==> src/rtl/fwd_ctrl_unit_if.sv <==
// fwd_ctrl_unit_if
// Bundles the ID-stage request signals and the forwarding/stall responses
// of the forwarding controller.
//   rs, rt            : ID source register numbers
//   use_rs, use_rt    : ID instruction actually reads rs / rt
//   id_valid          : ID holds a real instruction (0 = bubble)
//   id_wreg, id_m2reg : ID instruction writes the register file / is a load
//   id_dest           : ID instruction destination register
//   fwda, fwdb        : operand A/B forward selects (00 qa, 01 r, 10 mr, 11 mdo)
//   stall             : freeze PC and IF/ID, bubble into EXE
//   stall_count       : saturating count of stall cycles
// The controller connects through the slave modport, the pipeline side
// (or a testbench) through the master modport.
`timescale 1ns/1ps
interface fwd_ctrl_unit_if #(
    parameter int CNT_W = 16
);
    logic [4:0]       rs;
    logic [4:0]       rt;
    logic             use_rs;
    logic             use_rt;
    logic             id_valid;
    logic             id_wreg;
    logic             id_m2reg;
    logic [4:0]       id_dest;
    logic [1:0]       fwda;
    logic [1:0]       fwdb;
    logic             stall;
    logic [CNT_W-1:0] stall_count;

    modport master (
        output rs, rt, use_rs, use_rt, id_valid, id_wreg, id_m2reg, id_dest,
        input  fwda, fwdb, stall, stall_count
    );

    modport slave (
        input  rs, rt, use_rs, use_rt, id_valid, id_wreg, id_m2reg, id_dest,
        output fwda, fwdb, stall, stall_count
    );
endinterface

==> src/rtl/fwd_ctrl_unit.sv <==
// fwd_ctrl_unit
// Forwarding and load-use hazard controller for the 5-stage pipeline.
// Keeps shadow copies of the write-back attributes of the instructions in
// EXE and MEM, derives the ID-stage forward selects from them, and raises
// stall for one cycle when ID consumes the result of a load still in EXE.
// Ports:
//   clk : rising-edge clock
//   rst : asynchronous active-high reset
//   bus : fwd_ctrl_unit_if slave modport (ID request in, selects/stall out)
`timescale 1ns/1ps
module fwd_ctrl_unit #(
    parameter int CNT_W = 16
) (
    input  logic               clk,
    input  logic               rst,
    fwd_ctrl_unit_if.slave     bus
);

    logic             e_wreg_q,  e_wreg_d;
    logic             e_m2reg_q, e_m2reg_d;
    logic [4:0]       e_dest_q,  e_dest_d;
    logic             m_wreg_q,  m_wreg_d;
    logic             m_m2reg_q, m_m2reg_d;
    logic [4:0]       m_dest_q,  m_dest_d;
    logic [CNT_W-1:0] stall_count_q, stall_count_d;

    logic eA, eB, mA, mB;
    logic stall;
    logic [1:0] fwda, fwdb;

    // Match each ID source against the EXE and MEM writers. Register $0 is
    // hard-wired to zero in the register file, so it never matches.
    always_comb begin
        eA = bus.use_rs & e_wreg_q & (e_dest_q == bus.rs) & (bus.rs != 5'd0);
        mA = bus.use_rs & m_wreg_q & (m_dest_q == bus.rs) & (bus.rs != 5'd0);
        eB = bus.use_rt & e_wreg_q & (e_dest_q == bus.rt) & (bus.rt != 5'd0);
        mB = bus.use_rt & m_wreg_q & (m_dest_q == bus.rt) & (bus.rt != 5'd0);
    end

    // Select priority: the younger EXE ALU result wins. A load in EXE has no
    // data yet, so it falls through to the MEM rules and is covered by the
    // stall instead; after the bubble it sits in MEM and selects mdo.
    always_comb begin
        fwda = 2'b00;
        if (eA && !e_m2reg_q)      fwda = 2'b01;
        else if (mA && m_m2reg_q)  fwda = 2'b11;
        else if (mA)               fwda = 2'b10;

        fwdb = 2'b00;
        if (eB && !e_m2reg_q)      fwdb = 2'b01;
        else if (mB && m_m2reg_q)  fwdb = 2'b11;
        else if (mB)               fwdb = 2'b10;
    end

    // One stall covers both operands; the bubble that follows removes the
    // load from EXE, so the condition cannot hold two cycles in a row.
    assign stall = bus.id_valid & e_m2reg_q & (eA | eB);

    assign bus.fwda        = fwda;
    assign bus.fwdb        = fwdb;
    assign bus.stall       = stall;
    assign bus.stall_count = stall_count_q;

    // Next-state for the shadow pipeline and the stall counter. MEM always
    // advances; EXE takes a bubble while stalled. The counter saturates.
    always_comb begin
        m_wreg_d  = e_wreg_q;
        m_m2reg_d = e_m2reg_q;
        m_dest_d  = e_dest_q;
        if (stall) begin
            e_wreg_d  = 1'b0;
            e_m2reg_d = 1'b0;
            e_dest_d  = 5'd0;
        end else begin
            e_wreg_d  = bus.id_valid & bus.id_wreg;
            e_m2reg_d = bus.id_valid & bus.id_m2reg;
            e_dest_d  = bus.id_dest;
        end
        stall_count_d = stall_count_q;
        if (stall && (stall_count_q != {CNT_W{1'b1}}))
            stall_count_d = stall_count_q + CNT_W'(1);
    end

    // State registers; reset empties both slots so nothing can forward or
    // stall until real instructions flow in again.
    always_ff @(posedge clk or posedge rst) begin
        if (rst) begin
            e_wreg_q      <= 1'b0;
            e_m2reg_q     <= 1'b0;
            e_dest_q      <= 5'd0;
            m_wreg_q      <= 1'b0;
            m_m2reg_q     <= 1'b0;
            m_dest_q      <= 5'd0;
            stall_count_q <= '0;
        end else begin
            e_wreg_q      <= e_wreg_d;
            e_m2reg_q     <= e_m2reg_d;
            e_dest_q      <= e_dest_d;
            m_wreg_q      <= m_wreg_d;
            m_m2reg_q     <= m_m2reg_d;
            m_dest_q      <= m_dest_d;
            stall_count_q <= stall_count_d;
        end
    end

endmodule

==> src/flat_wrapper.sv <==
// flat-port wrapper written by rule: the top's interface ports become plain ports
module fwd_ctrl_unit_flat 
#(
    parameter int CNT_W = 16
)
  (clk, rst, bus_rs, bus_rt, bus_use_rs, bus_use_rt, bus_id_valid, bus_id_wreg, bus_id_m2reg, bus_id_dest, bus_fwda, bus_fwdb, bus_stall, bus_stall_count);
  fwd_ctrl_unit_if #(.CNT_W(CNT_W)) bus_i ();
  input  logic clk;
  input  logic rst;
  input wire logic [$bits(bus_i.rs)-1:0] bus_rs;
  input wire logic [$bits(bus_i.rt)-1:0] bus_rt;
  input wire logic [$bits(bus_i.use_rs)-1:0] bus_use_rs;
  input wire logic [$bits(bus_i.use_rt)-1:0] bus_use_rt;
  input wire logic [$bits(bus_i.id_valid)-1:0] bus_id_valid;
  input wire logic [$bits(bus_i.id_wreg)-1:0] bus_id_wreg;
  input wire logic [$bits(bus_i.id_m2reg)-1:0] bus_id_m2reg;
  input wire logic [$bits(bus_i.id_dest)-1:0] bus_id_dest;
  output wire logic [$bits(bus_i.fwda)-1:0] bus_fwda;
  output wire logic [$bits(bus_i.fwdb)-1:0] bus_fwdb;
  output wire logic [$bits(bus_i.stall)-1:0] bus_stall;
  output wire logic [$bits(bus_i.stall_count)-1:0] bus_stall_count;
  assign bus_i.rs = bus_rs;
  assign bus_i.rt = bus_rt;
  assign bus_i.use_rs = bus_use_rs;
  assign bus_i.use_rt = bus_use_rt;
  assign bus_i.id_valid = bus_id_valid;
  assign bus_i.id_wreg = bus_id_wreg;
  assign bus_i.id_m2reg = bus_id_m2reg;
  assign bus_i.id_dest = bus_id_dest;
  assign bus_fwda = bus_i.fwda;
  assign bus_fwdb = bus_i.fwdb;
  assign bus_stall = bus_i.stall;
  assign bus_stall_count = bus_i.stall_count;
  fwd_ctrl_unit #(.CNT_W(CNT_W)) u_core (.clk(clk), .rst(rst), .bus(bus_i));
endmodule
==> config.mk <==
export PLATFORM = sky130hd
export DESIGN_NAME = fwd_ctrl_unit_flat
export DESIGN_NICKNAME = d
export VERILOG_FILES = /design/src/rtl/fwd_ctrl_unit_if.sv /design/src/rtl/fwd_ctrl_unit.sv /design/src/flat_wrapper.sv
export SDC_FILE = /design/constraint.sdc
export NUM_CORES = 1
export LEC_CHECK = 0
export ABC_AREA = 0
export CORE_MARGIN = 3
export CORE_UTILIZATION = 44
export CTS_CLUSTER_SIZE = 24
export DETAILED_ROUTE_END_ITERATION = 10
export PLACE_DENSITY = 0.81
export SLEW_MARGIN = 10
export SYNTH_ARGS = -nofsm -noshare
export SYNTH_HDL_FRONTEND = slang
export SYNTH_SLANG_ARGS = --single-unit
==> constraint.sdc <==
create_clock -name clk -period 1.89 [get_ports clk]
set_input_delay 0.189 -clock clk [delete_from_list [all_inputs] [get_ports clk]]
set_output_delay 0.189 -clock clk [all_outputs]
set_load 0.05 [all_outputs]
Yosys cells after proc, flatten, opt, wreduce, memory -nomap -nowiden --
Cells that the tools add are included.
Operators by class: reductions and logical operators 8, eq/ne operators 5, $add $sub $neg 1, bitwise gates (word level) 17, div/mod/pow operators 0, shift-type cells 0, mux-type cells 9, $lt $le $gt $ge 0, $mul 0
Operators with widths (count):
- equality test 5 bit | 4
- adder 16 x 1 -> 16 bit, second input constant | 1
- AND 1 bit | 16
- != test 16 bit, second input constant | 1
- two-way mux 2 bit | 6
- nonzero test 5 bit | 2
- logical AND 1 bit | 5
- two-way mux 5 bit | 1
- two-way mux 1 bit | 2
- zero test 1 bit | 1
- OR 1 bit | 1
Storage, ports and cells: bits in read-only memories 0, output and inout port bits 21, register bits 30, bits of input ports 22, latch bits 0, logic and storage cells 47, memories kept 0, bits in writable memories 0

Longest topological paths before layout --
depth in word-level cells 6, gate-level depth with buffers 6

Worst setup path before layout --
Ideal clock, no wire load.
path kind register to output, from reg u_core.e_dest_q[2], to out bus_fwda[0], data arrival time 2.454 ns, stages on the path, launching flop included 6, setup slack -0.753 ns, path buffers 1, data required time 1.701 ns, cells stage by stage dfrtp_1 xor2_1 nor4_2 nand4b_4 buf_6 o21ai_0
On the way: longest elaborated chain between the ends 5
Ends and longest elaborated chain:
- from (decl) | RTL line fwd_ctrl_unit.sv:21 | logic [4:0] e_dest_q, e_dest_d;
- from (signal assigned) | RTL line fwd_ctrl_unit.sv:98 | e_dest_q <= e_dest_d;
- equality test 5 bit | RTL line fwd_ctrl_unit.sv:34 | eA = bus.use_rs & e_wreg_q & (e_dest_q == bus.rs) & (bus.rs != 5'd0);
- AND 1 bit (2 in series) | RTL line fwd_ctrl_unit.sv:34
- logical AND 1 bit | RTL line fwd_ctrl_unit.sv:45 | if (eA && !e_m2reg_q) fwda = 2'b01;
- two-way mux 2 bit | RTL line fwd_ctrl_unit.sv:45
- to (decl) | RTL line flat_wrapper.sv:18 | output wire logic [$bits(bus_i.fwda)-1:0] bus_fwda;
Every way passes these cells.

Final worst setup path --
from in bus_rs[4], to reg u_core.stall_count_q[4] (netlist: u_core.bus.stall_count[4])
On the way: longest elaborated chain between the ends 6, elaborated cells between the ends (all ways) 7
Ends and longest elaborated chain:
- from (decl) | RTL line flat_wrapper.sv:10 | input wire logic [$bits(bus_i.rs)-1:0] bus_rs;
- equality test 5 bit | RTL line fwd_ctrl_unit.sv:34
- AND 1 bit | RTL line fwd_ctrl_unit.sv:34
- AND 1 bit (*) | RTL line fwd_ctrl_unit.sv:34
- OR 1 bit (*) | RTL line fwd_ctrl_unit.sv:57 | assign stall = bus.id_valid & e_m2reg_q & (eA | eB);
- AND 1 bit (*) | RTL line fwd_ctrl_unit.sv:57
- logical AND 1 bit (*) | RTL line fwd_ctrl_unit.sv:80 | if (stall && (stall_count_q != {CNT_W{1'b1}}))
- to (signal assigned) | RTL line fwd_ctrl_unit.sv:102 | stall_count_q <= stall_count_d;
- to (decl) | RTL line fwd_ctrl_unit.sv:25 | logic [CNT_W-1:0] stall_count_q, stall_count_d;
Every way passes the cells marked *; elsewhere a longest branch is shown, timed or not. A chain may end at the register's enable or synchronous reset.

==> results by stage <==
Status:
- The run finished, with violations left.
- The final reports fail on negative setup slack.

Detailed routing:
- The first detailed-routing pass ran for 4 iterations.
- After the first detailed-routing iteration, the DRC count stood at 72.
- The wire length per cell is 19.2 µm.
- For this block, the routed nets add up to between 5000 and 6000 µm of wire.
- The number of remaining DRC errors is 0.
- The via count of the routed design is between 1.5k and 2k.
- The count of nets left with antenna violations once routing finished came out at 0.
- Using the TritonRoute via totals, the vias-per-cell ratio works out to 5.50.

Die:
- The die covers roughly 4800 µm².
- The floorplan step defined a core boundary enclosing around 3700 µm².
- The width of the chip is between 60 and 70 µm.
- The floorplan has 22 rows.
- The height of the die is between 60 and 70 µm.
- The boundary pin count is 43.
- For this configuration, the core starts out at a cell density of 0.466.

Clocking:
- The deepest clock path buffer count is 2.
- Clock-pin slew was measured on the worst setup and hold paths at 0.07 ns.
- The later pin in the worst-skew pair is clocked with a latency of approximately 0.29 ns.
- The clock tree from TritonCTS is yes.
- The clock net in this run drives a total of 30 sinks.
- The root buffer cell is clkbuf_8.
- The H-tree level count is 2.
- The number of clock buffers inserted by TritonCTS is 5.

Layout:
- The cell area after layout is about 2900 µm².
- The fraction of layout cells with a size suffix above 1 is 0.421.
- Excluding fillers, the count of instances in the completed layout stands at approximately 280.
- The post-synthesis to final-layout area growth is 65.5%.
- The repair_antennas step left the layout with diodes totalling 0.
- In the final design database the tool counted 255 nets.

Synthesis:
- The number of enable flip-flop cells after synthesis is 0.
- The mapped netlist covers between 1500 and 2000 µm².
- For this run, asynchronously set or reset flops after synthesis account for 1.00.
- The number of warnings issued by yosys is 0.
- Synthesis produced a netlist with a net count of between 150 and 200.
- For this run, the leading register cell type out of synthesis is dfrtp_1.
- Dividing the synthesized area by the synthesized cell count gives between 10 and 15 µm².
- The flip-flop and latch count after synthesis is 30.
- By area the synthesized netlist is led by dfrtp_1 (43%), xor2_1 (10%), xnor2_1 (6.0%).
- The biggest area contributor in the post-synthesis netlist is dfrtp_1.
- Synthesis produced a netlist whose cell count is 149.
- Of the post-synthesis cell area, the dominant cell type holds 0.431.
- The share of the Yosys chip area taken by registers is 0.431.
- The count of different cell masters after synthesis is 33.

Worst hold path:
- The tightest min-delay check is of the input port to asynchronous set/reset pin type.

Global route:
- The initial antenna violation count is 0.
- The via count of the first global-routing pass came to between 1.5k and 2k.
- The total overflow reported by the global router is 0.
- The all-layer global routing usage is 0.249.
- The wire length of the first global-routing pass is approximately 8300 µm.
- Entering global routing, the biggest net connects 31 pins.

Timing:
- Setup repair after global routing could not meet its margin everywhere.
- In the post-route analysis, the smallest setup slack over all paths is -0.293 ns.
- After layout, the minimum clock period comes to roughly 2.2 ns.
- Setup violations remaining at the end of the flow were counted as 20.
- Measured against its own limit, the worst slew margin works out to 0.659.
- In the finished design, the share of the clock period the worst path needs comes to 1.15.
- For the pin with the worst max-slew slack, the measured transition is 0.510 ns.
- For this run, the top clock speed supported by timing is 458 MHz.
- The setup TNS is -3.74 ns.
- The total count of hold-check failures in the final report is 0.
- The clock arrives with 0.0134 ns of skew.
- The max-slew violation count came to 0.

Placement:
- The global placement routability congestion is roughly 0.91.
- The HPWL after detailed placement is around 3600 µm.
- After detailed placement, the total cell area comes to around 2500 µm².
- The number of port buffers is 42.
- The number of placed instances, taps included, is 264.

Power and ir drop:
- IR analysis of the VDD net gives a maximum drop of ~0.66 mV.
- For this design the ratio of total power to cell area is approximately 490 nW/µm².
- The analysis attributes to cell leakage a power of between 1 and 1.5 nW.

Setup path:
- The category of the critical setup timing path is input port to flip-flop.
- Data on the critical path is required at its endpoint by around 2.1 ns.
- On the worst path, the slowest cell contributes a delay of between 0.4 and 0.5 ns.
- The startpoint identified for the worst register-to-register timing path is u_core.e_dest_q[2].
- The critical path starts at bus_rs[4].
- The slowest stage of the critical path is the clkdlybuf4s50_1 cell.
- The worst setup path is launched from an input port.
- The endpoint type of the worst setup path is a flip-flop.
- Along the worst path, the maximum fanout reaches 7.
- The data arrival at the endpoint of the critical path is around 2.4 ns.
- The critical path goes through clkdlybuf4s50_1 -> xor2_1 -> nor4_2 -> nand4b_4 -> buf_4 -> buf_6 -> buf_6 -> a2111oi_4 -> xor2_1.
- The cell count of the worst reg-to-reg path is 8.

Job:
- The max-cap violation count is 0.
## timing repair
item | 4_1_cts | 5_1_grt
hold buffers | 0 | 0
endpoints found under the setup margin | 16 | 25
gates resized for setup | 25 | 10
pin swaps | 17 | 6
buffers inserted | 7 | 3
## cells in the final DEF (no fill, tap or decap), types with 3 or more instances in the layout
cell type / Yosys / final
buf_12: 0 / 6
a211oi_4: 0 / 5
o21ai_4: 0 / 3
nand4_1: 4 / 4
inv_1: 4 / 4
dfrtp_1: 30 / 17
nand2_1: 10 / 10
xnor2_1: 12 / 12
a2111oi_4: 0 / 6
dfrtp_2: 0 / 13
clkbuf_8: 0 / 6
o21a_1: 7 / 7
mux2_4: 2 / 3
dlygate4sd2_1: 0 / 4
clkdlybuf4s50_1: 0 / 33
buf_6: 2 / 10
buf_4: 0 / 28
nand3_1: 9 / 9
xor2_1: 20 / 19
and3_1: 3 / 3
## power breakdown
group          total [mW]  internal (mW)  switching, mW
combinational       0.210          0.110         0.0998
clock               0.537          0.293          0.244
sequential          0.680          0.660         0.0208
total                1.43           1.06          0.364
## synth_stat cells, types with 3 or more instances
cell        n
nand3_1     9
nand4_1     4
dfrtp_1    30
a211oi_2    7
inv_1       4
and3_1      3
o21ai_2     3
xnor2_1    12
a2111oi_2   6
xor2_1     20
nand2_1    10
o21a_1      7
nor2_1      3
## per-stage QoR
stage | hold WS, ns | setup WS, ns | total power, mW | util
floorplan | 0.279 | -0.0847 | 0.780 | -
global placement | 0.435 | -0.325 | 0.879 | 0.678
detailed placement | 0.440 | -0.462 | 0.887 | 0.678
CTS | 0.311 | -0.248 | 1.44 | 0.753
global route | 0.347 | -0.388 | 1.48 | 0.770
finish | 0.299 | -0.293 | 1.43 | 0.770
## registers in the layout, indices dropped and copies added (netlist names)
name,flops
u_core.e_m2reg_q,1
u_core.m_dest_q,5
u_core.bus.stall_count,16
u_core.m_wreg_q,1
u_core.e_wreg_q,1
u_core.m_m2reg_q,1
u_core.e_dest_q,5
## logic make-up (layout without fill, tap and decap cells)
family	count (synthesis)	after routing	synth area share
DFF	30	30	0.431
adders and majority gates	1	1	0.00718
muxes	4	4	0.0294
and+or+nand+nor	42	42	0.161
AOI/OAI and AO/OA	31	31	0.182
xor gates and xnor gates	32	32	0.161
buffers and inverters	9	93	0.0287
## routing by layer
metal	global-route usage	vias up	wire length, µm
met5	0	-	0
met3	0.0486	15	235
met2	0.439	57	2840
li1	-	704	-
met4	0.144	0	167
met1	0.278	769	2160
## cell type report
class / count / area, µm²
Multi-Input combinational cell: 110 / 1140
Fill cell: 235 / 860
Timing Repair Buffer: 81 / 808
Sequential cell: 30 / 767
Clock buffer: 7 / 86.3
Tap cell: 48 / 60.1
Inverter: 4 / 15.0
Clock inverter: 1 / 5.00
## worst paths after layout
check                                             to  slack [ns]
max                        u_core.bus.stall_count[4]       -0.29
min                        u_core.bus.stall_count[9]        0.30
max reg2reg                u_core.bus.stall_count[4]       -0.29
min reg2reg                       u_core.m_dest_q[2]        0.44
max in group asynchronous  u_core.bus.stall_count[0]        1.26
min in group clk                  u_core.e_dest_q[0]        0.44
## critical path, delay by kind of cell
family	cells	cell delay [ns]
AND/OR/NAND/NOR	2	0.54
buffers and inverters	4	0.91
XOR/XNOR	2	0.40
AO/OA/AOI/OAI	1	0.32
No activity file was read; power rests on OpenSTA's default activity.
